$ cat config.mk
export PLATFORM = sky130hd
export DESIGN_NAME = io_sequencer
export DESIGN_NICKNAME = d
export VERILOG_FILES = /design/src/rtl/io_seq_pkg.sv /design/src/rtl/io_sequencer_set_conditioner.sv /design/src/rtl/io_sequencer.sv
export SDC_FILE = /design/constraint.sdc
export NUM_CORES = 1
export LEC_CHECK = 0
export ABC_CLOCK_PERIOD_IN_PS = 3400
export CORE_UTILIZATION = 42
export CTS_CLUSTER_SIZE = 8
export DETAILED_ROUTE_END_ITERATION = 12
export PLACE_DENSITY = 0.85
export SYNTH_ARGS = -nofsm -noshare
export SYNTH_HDL_FRONTEND = slang
export SYNTH_SLANG_ARGS = --single-unit
$ cat constraint.sdc
create_clock -name Clock -period 3.4 [get_ports Clock]
set_input_delay 0.68 -clock Clock [delete_from_list [all_inputs] [get_ports Clock]]
set_output_delay 0.68 -clock Clock [all_outputs]
set_load 0.03 [all_outputs]
$ cat src/rtl/io_seq_pkg.sv
// Shared definitions for the I/O sequencer: FSM state encoding and a
// small decode helper used by the controller.
package io_seq_pkg;

    localparam logic [1:0] ENC_RUN     = 2'd0;
    localparam logic [1:0] ENC_WAIT_IN = 2'd1;
    localparam logic [1:0] ENC_COMMIT  = 2'd2;
    localparam logic [1:0] ENC_STOP    = 2'd3;

    typedef enum logic [1:0] {
        RUN     = ENC_RUN,
        WAIT_IN = ENC_WAIT_IN,
        COMMIT  = ENC_COMMIT,
        STOP    = ENC_STOP
    } state_t;

    // True when the decoded instruction is an IN (input) instruction.
    function automatic logic is_in_instr(input logic io_valid, input logic io_is_input);
        return io_valid & io_is_input;
    endfunction

endpackage

$ cat src/rtl/io_sequencer_set_conditioner.sv
// Conditions the raw Set pushbutton: two-flop synchronizer, optional
// debounce (enabled with the SET_DEBOUNCE_EN macro) and a rising-edge
// detector that yields a single-cycle set_pulse per press.
module set_conditioner #(
    parameter int DEBOUNCE_CYCLES = 16
) (
    input  logic clk,
    input  logic srst,
    input  logic set_raw,
    output logic set_pulse
);

    logic sync1_reg;
    logic sync2_reg;
    logic level;
    logic level_prev_reg;

    // Two-flop synchronizer for the asynchronous pushbutton.
    always_ff @(posedge clk) begin
        if (srst) begin
            sync1_reg <= 1'b0;
            sync2_reg <= 1'b0;
        end else begin
            sync1_reg <= set_raw;
            sync2_reg <= sync1_reg;
        end
    end

`ifdef SET_DEBOUNCE_EN
    localparam int CNT_W = $clog2(DEBOUNCE_CYCLES + 1);

    logic [CNT_W-1:0] cnt_reg;
    logic             deb_reg;

    // Debounced level flips only after DEBOUNCE_CYCLES consecutive samples
    // disagreeing with it; any agreeing sample restarts the count.
    always_ff @(posedge clk) begin
        if (srst) begin
            cnt_reg <= '0;
            deb_reg <= 1'b0;
        end else if (sync2_reg == deb_reg) begin
            cnt_reg <= '0;
        end else if (cnt_reg == CNT_W'(DEBOUNCE_CYCLES - 1)) begin
            deb_reg <= sync2_reg;
            cnt_reg <= '0;
        end else begin
            cnt_reg <= cnt_reg + 1'b1;
        end
    end

    assign level = deb_reg;
`else
    assign level = sync2_reg;
`endif

    // Remember the previous conditioned level for edge detection.
    always_ff @(posedge clk) begin
        if (srst) begin
            level_prev_reg <= 1'b0;
        end else begin
            level_prev_reg <= level;
        end
    end

    assign set_pulse = level & ~level_prev_reg;

endmodule

$ cat src/rtl/io_sequencer.sv
// I/O and halt controller: stalls the PC while an IN waits for Set,
// captures the switches, releases the core for one commit cycle, latches
// OUT operands and holds the core after HALT until Reset.
// Optional macro: SET_DEBOUNCE_EN (debounce on the Set pushbutton).
module io_sequencer
    import io_seq_pkg::*;
#(
    parameter int DATA_WIDTH      = 32,
    parameter int IN_WIDTH        = 13,
    parameter int DEBOUNCE_CYCLES = 16
) (
    input  logic                  Clock,
    input  logic                  Reset,
    input  logic                  Set,
    input  logic [IN_WIDTH-1:0]   Switches,
    input  logic                  HaltInstr,
    input  logic                  IoValid,
    input  logic                  IoIsInput,
    input  logic [DATA_WIDTH-1:0] OutData,
    output logic                  Halt,
    output logic [DATA_WIDTH-1:0] InData,
    output logic [DATA_WIDTH-1:0] OutLatch,
    output logic                  OutValid,
    output logic                  WaitingInput,
    output logic                  Stopped
);

    state_t                state_reg;
    state_t                state_next;
    logic                  set_pulse;
    logic                  capture_in;
    logic                  load_out;
    logic                  halt_next;
    logic [DATA_WIDTH-1:0] in_data_reg;
    logic [DATA_WIDTH-1:0] out_latch_reg;
    logic                  out_valid_reg;

    set_conditioner #(
        .DEBOUNCE_CYCLES(DEBOUNCE_CYCLES)
    ) u_set_conditioner (
        .clk      (Clock),
        .srst     (Reset),
        .set_raw  (Set),
        .set_pulse(set_pulse)
    );

    // Next-state, stall and latch-enable decode; the decoding cycle of IN
    // and HALT is stalled immediately so the PC never advances past them.
    always_comb begin
        state_next = state_reg;
        halt_next  = 1'b0;
        capture_in = 1'b0;
        load_out   = 1'b0;
        unique case (state_reg)
            RUN: begin
                if (HaltInstr) begin
                    state_next = STOP;
                    halt_next  = 1'b1;
                end else if (is_in_instr(IoValid, IoIsInput)) begin
                    state_next = WAIT_IN;
                    halt_next  = 1'b1;
                end else if (IoValid) begin
                    load_out = 1'b1;
                end
            end
            WAIT_IN: begin
                halt_next = 1'b1;
                if (set_pulse) begin
                    capture_in = 1'b1;
                    state_next = COMMIT;
                end
            end
            COMMIT: begin
                state_next = RUN;
            end
            STOP: begin
                halt_next = 1'b1;
            end
            default: begin
                state_next = RUN;
            end
        endcase
    end

    // State register and data latches.
    always_ff @(posedge Clock) begin
        if (Reset) begin
            state_reg     <= RUN;
            in_data_reg   <= '0;
            out_latch_reg <= '0;
            out_valid_reg <= 1'b0;
        end else begin
            state_reg     <= state_next;
            out_valid_reg <= load_out;
            if (capture_in) begin
                in_data_reg <= {{(DATA_WIDTH-IN_WIDTH){1'b0}}, Switches};
            end
            if (load_out) begin
                out_latch_reg <= OutData;
            end
        end
    end

    assign Halt         = halt_next;
    assign InData       = in_data_reg;
    assign OutLatch     = out_latch_reg;
    assign OutValid     = out_valid_reg;
    assign WaitingInput = (state_reg == WAIT_IN);
    assign Stopped      = (state_reg == STOP);

endmodule
---- Word level (Yosys, flattened, before mapping) ----
Cells that the tools add are included.
word-level totals
  register bits ........................... 51
  input port bits ......................... 51
  output and inout port bits .............. 68
  word-level logic and storage cells ...... 32
cells by class
  equal/unequal tests ..................... 5
  multiplexer cells ....................... 13
  bitwise operators ....................... 3
  reduce and logical (&&, ||, !) cells .... 4
operator list
  kind                count
  $mux 1              8
  $mux 2              3
  $pmux 2 s3          1
  $eq 2x2->1 const B  2
  $ne 3x3->1 const B  1
  $reduce_and 3->1    1
  $reduce_bool 3->1   1
  $and 1x1->1         2
  $eq 2x1->1 const B  1
  $logic_not 2->1     1
  $ne 2x1->1 const B  1
  $pmux 1 s2          1
  $reduce_or 2->1     1
  $not 1->1           1

---- Longest topological paths before layout ----
Gate-level depths: netlist of run 1.
  word-level depth ........................ 4
  gate-level depth with buffers ........... 7
  depth with buffers taken out ............ 5

---- Modules after synthesis ----
From an unflattened synthesis of run 1, not the netlist that was laid out.
unflattened totals
  cells, all modules ...................... 251
  area, all modules ....................... 2180.8 um^2
modules (own cells, without submodules)
  module           instances  cells each  area an instance (um^2)  sequential area each (um^2)
  io_sequencer     1          244         2093.3                   960.9
  set_conditioner  1          7           87.6                     60.1

---- Worst setup path after synthesis of run 1 ----
No wires, ideal clock.
  path type ............................... register -> output
  start ................................... register state_reg[1]
  end ..................................... output port Halt
  arrival time ............................ 1.283 ns
  path slack .............................. 1.437 ns
  cell stages (with the launch flop) ...... 5
  buffers on the path ..................... 0
  cells stage by stage .................... dfxtp_1 -> inv_1 -> ha_1 -> a211oi_1 -> nor2_1
on the way
  word-level cells in the longest chain between the ends .. 3
  elaborated cells between the ends (all ways) .. 5
ends and longest elaborated chain
  item                       RTL line            source
  start, declared            io_sequencer.sv:28  state_t state_reg;
  start signal, assigned     io_sequencer.sv:93  state_reg <= state_next;
  $eq 2x1->1                 n/a
  via WaitingInput           io_sequencer.sv:24  output logic WaitingInput,
  $reduce_or 2->1 (no line)  n/a
  $pmux 1 s2                 io_sequencer.sv:54  unique case (state_reg)
  end, declared              io_sequencer.sv:20  output logic Halt,
The timed path passes the listed nets, and every way through them passes these cells.

---- Worst setup path after layout of run 1 ----
  start ................................... input port HaltInstr
  end ..................................... output port Halt
on the way
  word-level cells in the longest chain between the ends .. 2
ends and longest elaborated chain
  item             RTL line            source
  start, declared  io_sequencer.sv:16  input logic HaltInstr,
  $mux 1           io_sequencer.sv:56  if (HaltInstr) begin
  $pmux 1 s2       io_sequencer.sv:54
No other way between the ends.

==> impl_results.html, run 1 <==
<table>
<tr><th>Metric</th><th>Value</th></tr>
<tr><th colspan="2">Clock tree</th></tr>
<tr><td>Clock Tree Root</td><td>sky130_fd_sc_hd__clkbuf_8</td></tr>
<tr><td>Number of setup buffers added after CTS</td><td>0</td></tr>
<tr><td>Clock buffer count from CTS</td><td>5</td></tr>
<tr><td>H-tree depth reported by CTS</td><td>2</td></tr>
<tr><td>Clock tree from TritonCTS</td><td>yes</td></tr>
<tr><td>Source-to-sink clock delay at the later pin of the worst-skew pair</td><td>0.29 ns</td></tr>
<tr><td>Resized cells post-CTS</td><td>0</td></tr>
<tr><td>Clk pin slew, worst setup/hold paths</td><td>0.08 ns</td></tr>
<tr><td>Count of hold buffers inserted by post-cts repair</td><td>0</td></tr>
<tr><td>Number of buffers on the longest clock path</td><td>2</td></tr>
<tr><td>Clk sink count</td><td>51</td></tr>
<tr><th colspan="2">Global route</th></tr>
<tr><td>Antenna violations before repair</td><td>0</td></tr>
<tr><td>Largest net degree at the start of global routing</td><td>34</td></tr>
<tr><td>Overflow after GRT</td><td>0</td></tr>
<tr><td>Global-route wire length before repair</td><td>7600 um</td></tr>
<tr><td>Via count of the first global-routing pass</td><td>1798</td></tr>
<tr><td>GRT Resource Usage Total</td><td>17.3%</td></tr>
<tr><th colspan="2">Logic synthesis</th></tr>
<tr><td>Synthesis Warnings</td><td>0</td></tr>
<tr><td>Post-synth cell types</td><td>27</td></tr>
<tr><td>Cell count after synthesis</td><td>250</td></tr>
<tr><td>Synthesis-stage register bit count</td><td>51</td></tr>
<tr><td>Sequential-to-total area share from yosys stat</td><td>45.1%</td></tr>
<tr><td>Leading cell types by total area after synthesis</td><td>sky130_fd_sc_hd__dfxtp_1 (45%), sky130_fd_sc_hd__a21oi_2 (12%), sky130_fd_sc_hd__nand2_1 (10%)</td></tr>
<tr><td>Multiplexer fraction of the synthesized cell area</td><td>0.498%</td></tr>
<tr><td>Mean area per synthesized cell</td><td>9.05 um2</td></tr>
<tr><td>Main combinational cell family by area after synthesis</td><td>simple AND/OR/NAND/NOR gates</td></tr>
<tr><td>Compound-cell area share of the yosys netlist</td><td>17.0%</td></tr>
<tr><td>Arithmetic-cell share of the synthesized area counting full adders, half adders and majority gates</td><td>2.21%</td></tr>
<tr><td>Cell accounting for the most synthesized area</td><td>sky130_fd_sc_hd__dfxtp_1</td></tr>
<tr><td>Synthesized area</td><td>2260 um2</td></tr>
<tr><td>Simple-gate share of the synthesized area</td><td>22.1%</td></tr>
<tr><td>Synthesized-area fraction occupied by xor and xnor cells</td><td>0%</td></tr>
<tr><td>Synth top area share</td><td>45.1%</td></tr>
<tr><th colspan="2">Floorplanning</th></tr>
<tr><td>Area of the core</td><td>5140 um2</td></tr>
<tr><td>Die H</td><td>75.4 um</td></tr>
<tr><td>Die ar.</td><td>5690 um2</td></tr>
<tr><td>Site Rows</td><td>26</td></tr>
<tr><td>Initial Util</td><td>44.0%</td></tr>
<tr><td>Boundary pin count</td><td>119</td></tr>
<tr><td>Die span in x</td><td>75.4 um</td></tr>
<tr><th colspan="2">Place</th></tr>
<tr><td>HPWL after detailed placement</td><td>3510 um</td></tr>
<tr><td>GPL Wtd Cong</td><td>0.739</td></tr>
<tr><td>Cell count after placement</td><td>406</td></tr>
<tr><td>Pre-CTS WS</td><td>0.461 ns</td></tr>
<tr><td>I/O Buffers</td><td>99</td></tr>
<tr><th colspan="2">Timing</th></tr>
<tr><td>Final setup fails</td><td>0</td></tr>
<tr><td>Sum of negative setup slack</td><td>0 ns</td></tr>
<tr><td>Share of the cycle needed by the critical path after routing</td><td>87.1%</td></tr>
<tr><td>Top achievable clock speed</td><td>338 MHz</td></tr>
<tr><td>Headroom to the max-slew limit</td><td>63.5%</td></tr>
<tr><td>Min Clock Period, post-route</td><td>2.96 ns</td></tr>
<tr><td>Number of pins exceeding their max-slew limit in the final report</td><td>0</td></tr>
<tr><td>Post-layout worst setup margin</td><td>0.437 ns</td></tr>
<tr><td>Worst slack on hold paths</td><td>0.451 ns</td></tr>
<tr><td>Transition time of the tightest slew-check pin</td><td>0.546 ns</td></tr>
<tr><td>Unrepaired setup endpoints after global routing</td><td>no</td></tr>
<tr><td>Final Hold Vio Count</td><td>0</td></tr>
<tr><td>Final setup skew</td><td>0.00503 ns</td></tr>
<tr><th colspan="2">Critical path</th></tr>
<tr><td>Critical path peak fanout</td><td>5</td></tr>
<tr><td>Path type of the worst setup path</td><td>input port to output port</td></tr>
<tr><td>Startpoint type of the worst setup path</td><td>input port</td></tr>
<tr><td>Data arrival at the endpoint of the critical path</td><td>2.28 ns</td></tr>
<tr><td>Startpoint of the most critical register-to-register path</td><td>state_reg[0]</td></tr>
<tr><td>CP startpoint</td><td>HaltInstr</td></tr>
<tr><td>Crit path required time</td><td>2.72 ns</td></tr>
<tr><td>Critical path capture point type</td><td>output port</td></tr>
<tr><th colspan="2">Cells and area</th></tr>
<tr><td>Area added between synthesis and finish</td><td>45.2%</td></tr>
<tr><td>N_diodes</td><td>0</td></tr>
<tr><td>Combined flip-flop and latch cell area</td><td>1020 um2</td></tr>
<tr><td>Utilization after layout</td><td>63.9%</td></tr>
<tr><td>Footprint of the multi-input gates</td><td>1030 um2</td></tr>
<tr><td>NumNets Final</td><td>398</td></tr>
<tr><td>Layout filler cell count</td><td>466</td></tr>
<tr><td>Highest-count cells in the layout ignoring fill and taps</td><td>sky130_fd_sc_hd__clkdlybuf4s50_1 (98), sky130_fd_sc_hd__nand2_1 (61), sky130_fd_sc_hd__dfxtp_1 (51), sky130_fd_sc_hd__nand2_2 (30), sky130_fd_sc_hd__a21oi_2 (30)</td></tr>
<tr><td>Fin cells</td><td>414</td></tr>
<tr><td>Leading cell type in the layout, fill and taps excluded</td><td>sky130_fd_sc_hd__clkdlybuf4s50_1</td></tr>
<tr><td>Ratio of cells with drive above 1 in the final layout</td><td>21.5%</td></tr>
<tr><td>Max reg flops</td><td>32</td></tr>
<tr><th colspan="2">Detailed routing</th></tr>
<tr><td>Total wire length after detailed routing</td><td>4800 um</td></tr>
<tr><td>DRC violations left</td><td>0</td></tr>
<tr><td>WL per Instance</td><td>11.6 um</td></tr>
<tr><td>Vias after detailed routing</td><td>1874</td></tr>
<tr><td>Drt pass-1 iters</td><td>4</td></tr>
<tr><td>Initial DRC Count</td><td>46</td></tr>
<tr><td>ANT nets after route</td><td>0</td></tr>
<tr><td>Routed via count divided by cell count</td><td>4.53</td></tr>
<tr><th colspan="2">Min path</th></tr>
<tr><td>Hold crit path type</td><td>flip-flop to flip-flop</td></tr>
<tr><td>Origin of the worst min-delay path</td><td>u_set_conditioner.sync1_reg</td></tr>
<tr><th colspan="2">Run</th></tr>
<tr><td>Max_cap viols</td><td>0</td></tr>
<tr><th colspan="2">Power</th></tr>
<tr><td>Peak supply drop</td><td>0.295 mV</td></tr>
<tr><td>Areal power density over the cells</td><td>479 nW/um2</td></tr>
<tr><td>Reported leakage power</td><td>1.15 nW</td></tr>
<tr><th colspan="2">Outcome</th></tr>
<tr><td>Run status</td><td>completed</td></tr>
</table>
-- cell usage after synthesis --
| cell | n |
|---|---|
| sky130_fd_sc_hd__a211oi_1 | 1 |
| sky130_fd_sc_hd__a21o_1 | 1 |
| sky130_fd_sc_hd__a21oi_1 | 15 |
| sky130_fd_sc_hd__a21oi_2 | 30 |
| sky130_fd_sc_hd__a221o_1 | 1 |
| sky130_fd_sc_hd__a221oi_1 | 2 |
| sky130_fd_sc_hd__and3b_1 | 1 |
| sky130_fd_sc_hd__buf_12 | 3 |
| sky130_fd_sc_hd__buf_2 | 5 |
| sky130_fd_sc_hd__buf_4 | 20 |
| sky130_fd_sc_hd__buf_6 | 1 |
| sky130_fd_sc_hd__buf_8 | 1 |
| sky130_fd_sc_hd__clkbuf_1 | 5 |
| sky130_fd_sc_hd__conb_1 | 1 |
| sky130_fd_sc_hd__dfxtp_1 | 51 |
| sky130_fd_sc_hd__ha_1 | 4 |
| sky130_fd_sc_hd__inv_1 | 3 |
| sky130_fd_sc_hd__mux2_1 | 1 |
| sky130_fd_sc_hd__nand2_1 | 61 |
| sky130_fd_sc_hd__nand2_2 | 30 |
| sky130_fd_sc_hd__nand2b_1 | 1 |
| sky130_fd_sc_hd__nand3b_1 | 1 |
| sky130_fd_sc_hd__nand4bb_1 | 1 |
| sky130_fd_sc_hd__nor2_1 | 4 |
| sky130_fd_sc_hd__nor2b_1 | 4 |
| sky130_fd_sc_hd__nor4bb_1 | 1 |
| sky130_fd_sc_hd__o21ai_0 | 1 |
-- final cells by class --
class	instances	share of cell area, %
clock buffer	6	2.51
clock inverter	2	1.07
inverter	3	0.343
multi-input combinational	179	31.4
sequential	51	31.1
tap	70	2.66
timing repair buffer	103	30.9
-- critical path, stage by stage --
cell and delay [ns]:
sky130_fd_sc_hd__clkdlybuf4s50_1 0.52, sky130_fd_sc_hd__a21o_1 0.20, sky130_fd_sc_hd__a211oi_1 0.23, sky130_fd_sc_hd__nor2_1 0.06
sky130_fd_sc_hd__clkdlybuf4s50_1 0.59
-- per-stage QoR --
step	instance area, um2	total power, mW
floorplan	2330	1.01
global placement	3170	1.16
detailed placement	3170	1.17
CTS	3290	1.60
global route	3290	1.66
finish	3290	1.58
-- where the power goes --
group          total, mW  internal (mW)  switching, mW
Combinational      0.493          0.215          0.279
Clock              0.421          0.238          0.183
Sequential         0.661          0.638         0.0230
-- routing by layer --
| layer | global-route usage, % | up-vias | part of all wire (%) |
|---|---|---|---|
| met1 | 20.4 | 852 | 42 |
| met5 | 0 | - | 0 |
| met2 | 31.3 | 73 | 49 |
| li1 | - | 947 | - |
| met3 | 4.89 | 2 | 8.1 |
| met4 | 3.70 | 0 | 0.25 |
-- final timing paths --
kind | slack [ns] | to | cells after the start
min | 0.45 | u_set_conditioner.level | 1
max | 0.44 | Halt | 5
max reg2reg | 1.62 | OutLatch[14] | 6
min reg2reg | 0.45 | u_set_conditioner.level | 1
-- cells by family after synthesis --
| family | after synthesis |
|---|---|
| fa+ha+maj | 4 |
| buf+inv | 38 |
| simple gates | 104 |
| other cells | 1 |
| flops | 51 |
| mux | 1 |
| compound gates | 51 |
(Power assumes the default switching activity.)
==> run 2, diff against run 1 <==
--- a/config.mk
+++ b/config.mk
@@ -9,7 +9,9 @@
 export CORE_UTILIZATION = 42
 export CTS_CLUSTER_SIZE = 8
 export DETAILED_ROUTE_END_ITERATION = 12
+export GPL_TIMING_DRIVEN = 0
 export PLACE_DENSITY = 0.85
+export SLEW_MARGIN = 15
 export SYNTH_ARGS = -nofsm -noshare
 export SYNTH_HDL_FRONTEND = slang
 export SYNTH_SLANG_ARGS = --single-unit
==> impl_results.html, run 2 (synthesis gave the netlist of run 1 again) <==
<table>
<tr><th>Metric</th><th>Value</th></tr>
<tr><th colspan="2">Timing</th></tr>
<tr><td>Top achievable clock speed</td><td>345 MHz (+2.1%)</td></tr>
<tr><td>Worst slack on hold paths</td><td>0.446 ns (-0.00439 ns)</td></tr>
<tr><td>Min Clock Period, post-route</td><td>2.90 ns (-0.0612 ns)</td></tr>
<tr><td>Sum of negative setup slack</td><td>0 ns (unchanged)</td></tr>
<tr><td>Number of pins exceeding their max-slew limit in the final report</td><td>0 (unchanged)</td></tr>
<tr><td>Final setup fails</td><td>0 (unchanged)</td></tr>
<tr><td>Final setup skew</td><td>0.00319 ns (-0.00184 ns)</td></tr>
<tr><td>Transition time of the tightest slew-check pin</td><td>0.668 ns (+0.122 ns)</td></tr>
<tr><td>Headroom to the max-slew limit</td><td>55.4% (-8.0 points)</td></tr>
<tr><td>Final Hold Vio Count</td><td>0 (unchanged)</td></tr>
<tr><td>Share of the cycle needed by the critical path after routing</td><td>85.3% (-1.8 points)</td></tr>
<tr><td>Unrepaired setup endpoints after global routing</td><td>no</td></tr>
<tr><th colspan="2">Place</th></tr>
<tr><td>GPL Wtd Cong</td><td>0.674 (-8.8%)</td></tr>
<tr><td>HPWL after detailed placement</td><td>4020 um (+15%)</td></tr>
<tr><td>I/O Buffers</td><td>98 (-1.0%)</td></tr>
<tr><th colspan="2">Critical path</th></tr>
<tr><td>Path type of the worst setup path</td><td>input port to output port</td></tr>
<tr><td>Count of buffering cells on the critical path with inverters included</td><td>2 (unchanged)</td></tr>
<tr><td>Startpoint type of the worst setup path</td><td>input port</td></tr>
<tr><td>Top cell family by delay on the critical path</td><td>buffers and inverters</td></tr>
<tr><td>Critical path peak fanout</td><td>4 (-1)</td></tr>
<tr><td>Data arrival at the endpoint of the critical path</td><td>2.22 ns (-0.06 ns)</td></tr>
<tr><td>CP cell instances</td><td>clkdlybuf4s50_1, a21o_1, a211oi_1, nor2_1, clkdlybuf4s50_1</td></tr>
<tr><td>Cell seen most often among critical-path stages</td><td>sky130_fd_sc_hd__clkdlybuf4s50_1</td></tr>
<tr><td>Cell with the largest stage delay on the worst path</td><td>sky130_fd_sc_hd__clkdlybuf4s50_1</td></tr>
<tr><td>Crit path required time</td><td>2.72 ns (about the same)</td></tr>
<tr><td>Critical path capture point type</td><td>output port</td></tr>
<tr><td>Crit path largest cell delay</td><td>0.59 ns (about the same)</td></tr>
<tr><th colspan="2">Cells and area</th></tr>
<tr><td>Layout filler cell count</td><td>416 (-11%)</td></tr>
<tr><td>Combined flip-flop and latch cell area</td><td>1020 um2 (unchanged)</td></tr>
<tr><td>NumNets Final</td><td>428 (+7.5%)</td></tr>
<tr><td>N_diodes</td><td>0 (unchanged)</td></tr>
<tr><td>Max reg flops</td><td>32 (unchanged)</td></tr>
<tr><td>Leading cell type in the layout, fill and taps excluded</td><td>sky130_fd_sc_hd__clkdlybuf4s50_1</td></tr>
<tr><td>Footprint of the multi-input gates</td><td>1020 um2 (-1.5%)</td></tr>
<tr><td>Highest-count cells in the layout ignoring fill and taps</td><td>sky130_fd_sc_hd__clkdlybuf4s50_1 (98), sky130_fd_sc_hd__nand2_1 (61), sky130_fd_sc_hd__dfxtp_1 (51), sky130_fd_sc_hd__nand2_2 (30), sky130_fd_sc_hd__a21oi_2 (30)</td></tr>
<tr><td>Ratio of cells with drive above 1 in the final layout</td><td>25.9% (+4.4 points)</td></tr>
<tr><td>Area added between synthesis and finish</td><td>54.6%</td></tr>
<tr><th colspan="2">Detailed routing</th></tr>
<tr><td>Drt pass-1 iters</td><td>4 (unchanged)</td></tr>
<tr><td>WL per Instance</td><td>11.7 um (+1.0%)</td></tr>
<tr><td>Routed via count divided by cell count</td><td>4.43 (-2.0%)</td></tr>
<tr><td>Total wire length after detailed routing</td><td>5200 um (+8.3%)</td></tr>
<tr><td>Vias after detailed routing</td><td>1969 (+5.1%)</td></tr>
<tr><td>Initial DRC Count</td><td>84 (+83%)</td></tr>
<tr><td>DRC violations left</td><td>0 (unchanged)</td></tr>
<tr><td>ANT nets after route</td><td>0 (unchanged)</td></tr>
<tr><th colspan="2">Clock tree</th></tr>
<tr><td>Clock tree from TritonCTS</td><td>yes</td></tr>
<tr><td>Number of setup buffers added after CTS</td><td>0 (unchanged)</td></tr>
<tr><td>Clock Tree Root</td><td>sky130_fd_sc_hd__clkbuf_8</td></tr>
<tr><td>Clk pin slew, worst setup/hold paths</td><td>0.08 ns (about the same)</td></tr>
<tr><td>Clock buffer count from CTS</td><td>5 (unchanged)</td></tr>
<tr><td>Resized cells post-CTS</td><td>0 (unchanged)</td></tr>
<tr><td>Count of hold buffers inserted by post-cts repair</td><td>0 (unchanged)</td></tr>
<tr><td>Number of buffers on the longest clock path</td><td>2 (unchanged)</td></tr>
<tr><td>H-tree depth reported by CTS</td><td>2 (unchanged)</td></tr>
<tr><td>Clk sink count</td><td>51 (unchanged)</td></tr>
<tr><td>Source-to-sink clock delay at the later pin of the worst-skew pair</td><td>0.29 ns (about the same)</td></tr>
<tr><th colspan="2">Floorplanning</th></tr>
<tr><td>Area of the core</td><td>5140 um2 (unchanged)</td></tr>
<tr><td>Initial Util</td><td>44.0% (unchanged)</td></tr>
<tr><td>Boundary pin count</td><td>119 (unchanged)</td></tr>
<tr><td>Die ar.</td><td>5690 um2 (unchanged)</td></tr>
<tr><td>Site Rows</td><td>26 (unchanged)</td></tr>
<tr><td>Die H</td><td>75.4 um (unchanged)</td></tr>
<tr><td>Die span in x</td><td>75.4 um (unchanged)</td></tr>
<tr><th colspan="2">Global route</th></tr>
<tr><td>Antenna violations before repair</td><td>0 (unchanged)</td></tr>
<tr><td>Largest net degree at the start of global routing</td><td>15 (-56%)</td></tr>
<tr><td>GRT Resource Usage Total</td><td>18.3% (+0.99 points)</td></tr>
<tr><td>Global-route wire length before repair</td><td>7940 um (+4.4%)</td></tr>
<tr><td>Overflow after GRT</td><td>0 (unchanged)</td></tr>
<tr><td>Via count of the first global-routing pass</td><td>1801 (+0.17%)</td></tr>
<tr><th colspan="2">Power</th></tr>
<tr><td>Reported leakage power</td><td>1.27 nW (+11%)</td></tr>
<tr><td>Peak supply drop</td><td>0.342 mV (+16%)</td></tr>
<tr><td>Areal power density over the cells</td><td>446 nW/um2 (-7.0%)</td></tr>
<tr><th colspan="2">Outcome</th></tr>
<tr><td>Run status</td><td>completed</td></tr>
<tr><th colspan="2">Min path</th></tr>
<tr><td>Hold crit path type</td><td>flip-flop to flip-flop</td></tr>
<tr><th colspan="2">Run</th></tr>
<tr><td>Max_cap viols</td><td>0 (unchanged)</td></tr>
</table>
-- run 2: routing by layer --
metal	part of all wire (%)	vias to the layer above	GRT usage, %	wire length (um)
met3	8.5	4	5.82	441
li1	-	1006	-	-
met2	50	79	33.4	2570
met5	0	-	0	0
met4	0.71	0	4.94	37
met1	41	880	20.4	2140
-- run 2: report_power, final --
| group | total (mW) | internal (mW) | switching [mW] |
|---|---|---|---|
| clock network | 0.373 | 0.186 | 0.187 |
| logic | 0.526 | 0.242 | 0.284 |
| registers | 0.662 | 0.638 | 0.0240 |
| total | 1.56 | 1.07 | 0.495 |
-- run 2: through the flow --
step	instances	area (um2)	power [mW]	setup WS [ns]	util, %
floorplan	268	2330	1.01	1.44	-
global placement	436	3400	1.19	0.519	66.1
detailed placement	436	3400	1.20	0.502	66.1
CTS	444	3500	1.58	0.491	68.1
global route	444	3500	1.64	0.417	68.1
finish	444	3500	1.56	0.499	68.1
-- run 2: final cells by class --
type                            instances  share of cell area [%]
Buffer                                 35                    8.01
Clock buffer                            8                    2.86
Inverter                                3                   0.322
Multi-Input combinational cell        179                    29.1
Sequential cell                        51                    29.2
Tap cell                               70                    2.50
Timing Repair Buffer                   98                    28.0
-- run 2: worst paths after layout --
path | start | endpoint | slack [ns] | cells past startpoint
setup / recovery | IoValid | Halt | 0.50 | 5
hold / removal | u_set_conditioner.sync1_reg | u_set_conditioner.level | 0.45 | 1
hold reg to reg | u_set_conditioner.sync1_reg | u_set_conditioner.level | 0.45 | 1
setup reg to reg | state_reg[0] | state_reg[1] | 1.76 | 5
